==> src/rtl/rsa_pkg.sv <==
// Shared RSA256 datapath definitions.
// Holds the operand/iteration widths and the start/done FSM state type used by
// modulo_unscale, ModuloProduct and the RSA core controller.
package rsa_pkg;

    localparam int RSA_WIDTH = 256;
    localparam int RSA_KW    = 11;

    typedef enum logic [1:0] {
        IDLE = 2'd0,
        LOOP = 2'd1,
        FIX  = 2'd2,
        DONE = 2'd3
    } unscale_state_t;

endpackage

==> src/rtl/modulo_unscale_if.sv <==
// Start/done request bus shared by the Montgomery entry/exit stages.
// Ports:
//   start  - one-cycle request pulse (controller -> stage)
//   N, x   - modulus and operand (controller -> stage)
//   k      - iteration count (controller -> stage)
//   result - reduced output, held until the next operation (stage -> controller)
//   done   - one-cycle completion pulse (stage -> controller)
//   busy   - operation in flight (stage -> controller)
interface modulo_unscale_if
    import rsa_pkg::*;
#(
    parameter int WIDTH = RSA_WIDTH,
    parameter int KW    = RSA_KW
);

    logic             start;
    logic [WIDTH-1:0] N;
    logic [WIDTH-1:0] x;
    logic [KW-1:0]    k;
    logic [WIDTH-1:0] result;
    logic             done;
    logic             busy;

    modport master (
        output start, N, x, k,
        input  result, done, busy
    );

    modport slave (
        input  start, N, x, k,
        output result, done, busy
    );

endinterface

==> src/rtl/mont_half_step.sv <==
// One Montgomery halving step: half = (m + m[0]*n) >> 1, purely combinational.
// Ports:
//   m    - current value, WIDTH+1 bits (may exceed n, stays below 2n)
//   n    - odd modulus
//   half - (m + m[0]*n) / 2, exact because m + n is even whenever n is added
module mont_half_step #(
    parameter int WIDTH = 256
) (
    input  logic [WIDTH:0]   m,
    input  logic [WIDTH-1:0] n,
    output logic [WIDTH:0]   half
);

    logic [WIDTH:0] addend_s;
    logic [WIDTH:0] carry_s;

    // (m + n) >> 1 == (m >> 1) + (n >> 1) + (m[0] & n[0]); this keeps the bit
    // that would otherwise carry into position WIDTH+1 without a wider adder.
    always_comb begin
        if (m[0]) begin
            addend_s = {2'b00, n[WIDTH-1:1]};
            carry_s  = {{WIDTH{1'b0}}, n[0]};
        end else begin
            addend_s = '0;
            carry_s  = '0;
        end
        half = {1'b0, m[WIDTH:1]} + addend_s + carry_s;
    end

endmodule

==> src/rtl/modulo_unscale.sv <==
// Bit-serial Montgomery exit stage: result = x * 2^(-k) mod N.
// Ports:
//   clk   - rising-edge clock
//   rst_n - asynchronous active-low reset
//   bus   - slave side of the start/done request bus (start, N, x, k in;
//           result, done, busy out)
// Latency from the start edge to the done cycle is k+2 clocks.
module modulo_unscale
    import rsa_pkg::*;
#(
    parameter int WIDTH = RSA_WIDTH,
    parameter int KW    = RSA_KW
) (
    input  logic             clk,
    input  logic             rst_n,
    modulo_unscale_if.slave  bus
);

    localparam logic [KW-1:0] CNT_ONE = KW'(1);

    unscale_state_t   state_q, state_d;
    logic [WIDTH:0]   m_q, m_d;
    logic [KW-1:0]    cnt_q, cnt_d;
    logic [WIDTH-1:0] n_q, n_d;
    logic [WIDTH-1:0] result_q, result_d;
    logic             done_q, done_d;
    logic             busy_q, busy_d;

    logic [WIDTH:0]   half_s;
    logic [WIDTH-1:0] diff_s;

    mont_half_step #(.WIDTH(WIDTH)) u_half (
        .m    (m_q),
        .n    (n_q),
        .half (half_s)
    );

    // When m >= n and m < 2n the difference fits in WIDTH bits, so the top
    // bit of m only matters for the compare.
    assign diff_s = m_q[WIDTH-1:0] - n_q;

    // Next-state and datapath update for the IDLE/LOOP/FIX/DONE sequence.
    always_comb begin
        state_d  = state_q;
        m_d      = m_q;
        cnt_d    = cnt_q;
        n_d      = n_q;
        result_d = result_q;
        case (state_q)
            IDLE: begin
                if (bus.start) begin
                    n_d   = bus.N;
                    m_d   = {1'b0, bus.x};
                    cnt_d = bus.k;
                    if (bus.k != '0) begin
                        state_d = LOOP;
                    end else begin
                        state_d = FIX;
                    end
                end else begin
                    state_d = IDLE;
                end
            end
            LOOP: begin
                m_d   = half_s;
                cnt_d = cnt_q - CNT_ONE;
                if (cnt_q == CNT_ONE) begin
                    state_d = FIX;
                end else begin
                    state_d = LOOP;
                end
            end
            FIX: begin
                if (m_q >= {1'b0, n_q}) begin
                    result_d = diff_s;
                end else begin
                    result_d = m_q[WIDTH-1:0];
                end
                state_d = DONE;
            end
            DONE: begin
                state_d = IDLE;
            end
            default: begin
                state_d = IDLE;
            end
        endcase
        // Status flags are registered from the next state so they line up
        // with the state they describe.
        done_d = (state_d == DONE);
        busy_d = (state_d != IDLE);
    end

    // State, datapath and output registers.
    always_ff @(posedge clk or negedge rst_n) begin
        if (!rst_n) begin
            state_q  <= IDLE;
            m_q      <= '0;
            cnt_q    <= '0;
            n_q      <= '0;
            result_q <= '0;
            done_q   <= 1'b0;
            busy_q   <= 1'b0;
        end else begin
            state_q  <= state_d;
            m_q      <= m_d;
            cnt_q    <= cnt_d;
            n_q      <= n_d;
            result_q <= result_d;
            done_q   <= done_d;
            busy_q   <= busy_d;
        end
    end

    assign bus.result = result_q;
    assign bus.done   = done_q;
    assign bus.busy   = busy_q;

endmodule
==> src/flat_wrapper.sv <==
// flat-port wrapper written by rule: the top's interface ports become plain ports
module modulo_unscale_flat import rsa_pkg::*;
#(
    parameter int WIDTH = RSA_WIDTH,
    parameter int KW    = RSA_KW
)
  (clk, rst_n, bus_start, bus_N, bus_x, bus_k, bus_result, bus_done, bus_busy);
  modulo_unscale_if #(.WIDTH(WIDTH), .KW(KW)) bus_i ();
  input  logic clk;
  input  logic rst_n;
  input wire logic [$bits(bus_i.start)-1:0] bus_start;
  input wire logic [$bits(bus_i.N)-1:0] bus_N;
  input wire logic [$bits(bus_i.x)-1:0] bus_x;
  input wire logic [$bits(bus_i.k)-1:0] bus_k;
  output wire logic [$bits(bus_i.result)-1:0] bus_result;
  output wire logic [$bits(bus_i.done)-1:0] bus_done;
  output wire logic [$bits(bus_i.busy)-1:0] bus_busy;
  assign bus_i.start = bus_start;
  assign bus_i.N = bus_N;
  assign bus_i.x = bus_x;
  assign bus_i.k = bus_k;
  assign bus_result = bus_i.result;
  assign bus_done = bus_i.done;
  assign bus_busy = bus_i.busy;
  modulo_unscale #(.WIDTH(WIDTH), .KW(KW)) u_core (.clk(clk), .rst_n(rst_n), .bus(bus_i));
endmodule
==> config.mk <==
export PLATFORM = sky130hd
export DESIGN_NAME = modulo_unscale_flat
export DESIGN_NICKNAME = d
export VERILOG_FILES = /design/src/rtl/rsa_pkg.sv /design/src/rtl/modulo_unscale_if.sv /design/src/rtl/mont_half_step.sv /design/src/rtl/modulo_unscale.sv /design/src/flat_wrapper.sv
export SDC_FILE = /design/constraint.sdc
export NUM_CORES = 2
export LEC_CHECK = 0
export BUFFER_PORTS_ARGS = -buffer_cell sky130_fd_sc_hd__buf_2
export CAP_MARGIN = 20
export CORE_MARGIN = 2
export CORE_UTILIZATION = 45
export DETAILED_ROUTE_END_ITERATION = 6
export GPL_TIMING_DRIVEN = 1
export HOLD_SLACK_MARGIN = 0.15
export SYNTH_ARGS = -nofsm -noshare
export SYNTH_HDL_FRONTEND = slang
export SYNTH_SLANG_ARGS = --single-unit
==> constraint.sdc <==
create_clock -name clk -period 9.46 [get_ports clk]
set_clock_uncertainty 0.15 [all_clocks]
set_input_delay 0.473 -clock clk [delete_from_list [all_inputs] [get_ports clk]]
set_output_delay 0.473 -clock clk [all_outputs]
set_load 0.03 [all_outputs]
==> flow_metrics.tcl <==
set metrics [dict create \
    ys_top_cells_by_count "1,684 x nand2_1, 1,225 x a21oi_1, 1,175 x nor2_1" \
    min_period_ns 8.30 \
    worstReg2RegStart "u_core.m_q[0]" \
    cts-root-buf "clkbuf_16" \
    maxCapViolations 0 \
    grt_max_degree 200 \
    crit_arrival_ns 8.86 \
    grt_pass1_vias 79997 \
    yosysMostFrequentCell "nand2_1" \
    ys_seq_area_share_pct 27.6 \
    tightest_slew_ns 1.42 \
    synth_cell_types 86 \
    grtUsageTotal_pct 44.6 \
    end_kind "flop" \
    dpl-instance-area_sq_um 76200 \
    critPathKind "flop to flop" \
    synth-async-reset-ratio_pct 100 \
    status "finished with violations" \
    ys_seq_elements 784 \
    netlist.area_leader.share_pct 27.6 \
    via_count 85115 \
    drt_wl_total_um 376000 \
    netlist_top_cells_area "dfrtp_1 28%, ha_1 9.0%, nand2_1 8.9%" \
    die_h_um 402 \
    dr.pass1.iters 7 \
    clock_path_buffers 3 \
    rows 145 \
    min-delay-start "bus_start" \
    drt-initial-drc-count 11482 \
    finalSetupViolCount 0 \
    grt_pass1_wl_um 539000 \
    rsz0062_at_grt "false" \
    cts_tree "done" \
    cp_cell_sequence "inv_8 -> ha_1 -> nor2b_1 -> o31ai_1 -> a21oi_1 -> o21a_1 -> nor3_2 -> a211oi_2 -> a211oi_2 -> o31ai_2 -> a41oi_1 -> o31a_1 -> o31a_1 -> o21a_4 -> buf_4 -> a21oi_1 -> o21ai_1 -> o21a_1" \
    clkTransAtPathRegs_ns 0.06 \
    routed-wl-met2_um 156000 \
    whs_path_depth 3 \
    cp.depth 18 \
    fmax_ghz 0.121 \
    dp_hpwl_um 298000 \
    cts_setup_buffers 0 \
    syn2layout_area_growth_pct 19.1 \
    final.setup.tns_ns 0 \
    drive_gt1_share_pct 10.1 \
    htreeDepth 3 \
    r2r_cells 18 \
    placed_cells_incl_taps 12435 \
    core_sq_um 157000 \
    antenna_found_initial 23 \
    worst-path-buf-inv 2 \
    critPathLaunch "u_core.m_q[0]" \
    wl_met1_um 155000 \
    syn-cell-area_sq_um 71200 \
    top_layer_used "met5" \
    syn-num-nets 11157 \
    wl_met3_um 41100 \
    synth_top_area_cell "dfrtp_1" \
    critPathTopFamily "compound AO/OA/AOI/OAI gates" \
    violations "design-rule violations" \
    synth_area_per_cell_sq_um 7.04 \
    gp_congestion 1.10 \
    ant_nets 0 \
    critPathMaxFanout 83 \
    min_period_over_period_pct 87.7 \
    stdcell_area_sq_um 84800 \
    die_area_sq_um 161000 \
    critPathLaunchType "flop" \
    crit_path_top_delay_cell "nor3_2" \
    wl_per_cell_um 28.6 \
    fin_nets 12045 \
    relSlewSlack_pct 4.61 \
    register_area_sq_um 19600 \
    avgViaCountPerCell 6.47 \
    insertion_delay_ns 0.79 \
    multi_input_area_sq_um 47600 \
    clock-sinks 784 \
    ys.warnings.count 0 \
    cp_data_required_time_ns 10.02 \
    fin_cells 13147 \
    ios 784 \
    drc 1 \
    synth_ff_type "dfrtp_1" \
    die_x_um 402 \
    start_util_pct 45.4 \
    grt_overflow 0 \
    port_buffers 783 \
    drv_slew 0 \
    finalHoldViolCount 0 \
    synth_edf_count 0 \
    synthCells 10115 \
    hold_path_class "input port to flop" \
    fillers 14975 \
    slowest_delay_ns 0.94 \
    cts_made_buffers 94 \
]
==> per-layer routing <==
metal,track usage [%],vias up
li1,-,37475
met1,61.0,41063
met2,65.8,5525
met3,9.89,1032
met4,23.1,20
met5,0,-
==> area by class of cell <==
cell class | count | area share, %
Multi-Input combinational cell | 8265 | 56.1
Sequential cell | 784 | 23.1
Timing Repair Buffer | 1390 | 11.8
Tap cell | 2058 | 3.04
Clock buffer | 116 | 3.02
Inverter | 468 | 2.08
Clock inverter | 58 | 0.812
Antenna cell | 8 | 0.0236
==> cell families after synthesis <==
group / synth area share, %
xor+xnor: 5.92
fa+ha+maj: 9.10
compound gates: 28.5
flops: 27.6
mux: 0.657
simple gates: 22.5
buf+inv: 5.75
==> state kept, by name (all words and copies together) (netlist names) <==
register / flops
u_core.bus.done: 1
u_core.state_q: 2
u_core.m_q: 257
u_core.cnt_q: 11
u_core.bus.busy: 1
u_core.bus.result: 256
u_core.n_q: 256
==> per-stage QoR <==
stage | utilization, % | hold slack, ns | setup WS (ns)
5_1_grt | 54.1 | 0.201 | 1.28
6_report | 54.1 | 0.237 | 1.16
3_3_place_gp | 48.6 | 0.312 | 1.79
2_1_floorplan | - | 0.0274 | 4.69
3_5_place_dp | 48.6 | 0.317 | 1.63
4_1_cts | 54.1 | 0.153 | 1.57
==> worst register-to-register path, cell delays in order (launching register included) <==
cell and delay (ns):
dfrtp_1 0.47, inv_8 0.42, ha_1 0.34, nor2b_1 0.07, o31ai_1 0.48, a21oi_1 0.25
o21a_1 0.24, nor3_2 0.94, a211oi_2 0.46, a211oi_2 0.88, o31ai_2 0.40, a41oi_1 0.65
o31a_1 0.43, o31a_1 0.34, o21a_4 0.52, buf_4 0.52, a21oi_1 0.15, o21ai_1 0.32
o21a_1 0.20
==> path summary, 6_finish.rpt <==
kind / end / slack, ns
worst min register to register: u_core.bus.result[203] / 0.33
worst min-delay path: u_core.cnt_q[0] / 0.24
max in group asynchronous: u_core.bus.result[133] / 6.62
worst max-delay path: u_core.bus.result[224] / 1.16
min in group asynchronous: u_core.n_q[29] / 0.51
worst max register to register: u_core.bus.result[224] / 1.16
==> what timing repair did <==
action	CTS	global route
hold buffers	525	0
resized for setup	0	0
hold endpoints to repair	600	0
setup endpoints to repair	0	0
==> placed cells by master, fill, tap and decap left out, types with 94 or more instances in the layout <==
cell type / netlist / layout
nand2_1: 1684 / 1681
xnor2_1: 317 / 317
nor2_1: 1175 / 1173
clkbuf_16: 0 / 94
dlygate4sd3_1: 0 / 524
xor2_1: 164 / 164
a21oi_1: 1225 / 1225
a21o_1: 213 / 213
o21ai_1: 212 / 212
o21bai_1: 218 / 218
buf_2: 57 / 782
ha_1: 513 / 513
a31oi_1: 236 / 236
nand4_1: 307 / 307
dfrtp_1: 784 / 784
o21ai_0: 894 / 894
nor3_1: 154 / 154
nand3_1: 103 / 103
inv_1: 467 / 466
Power is left out: the tool's default activity adds up to more than one toggle a clock period on the data nets, which glitch-free logic cannot reach.
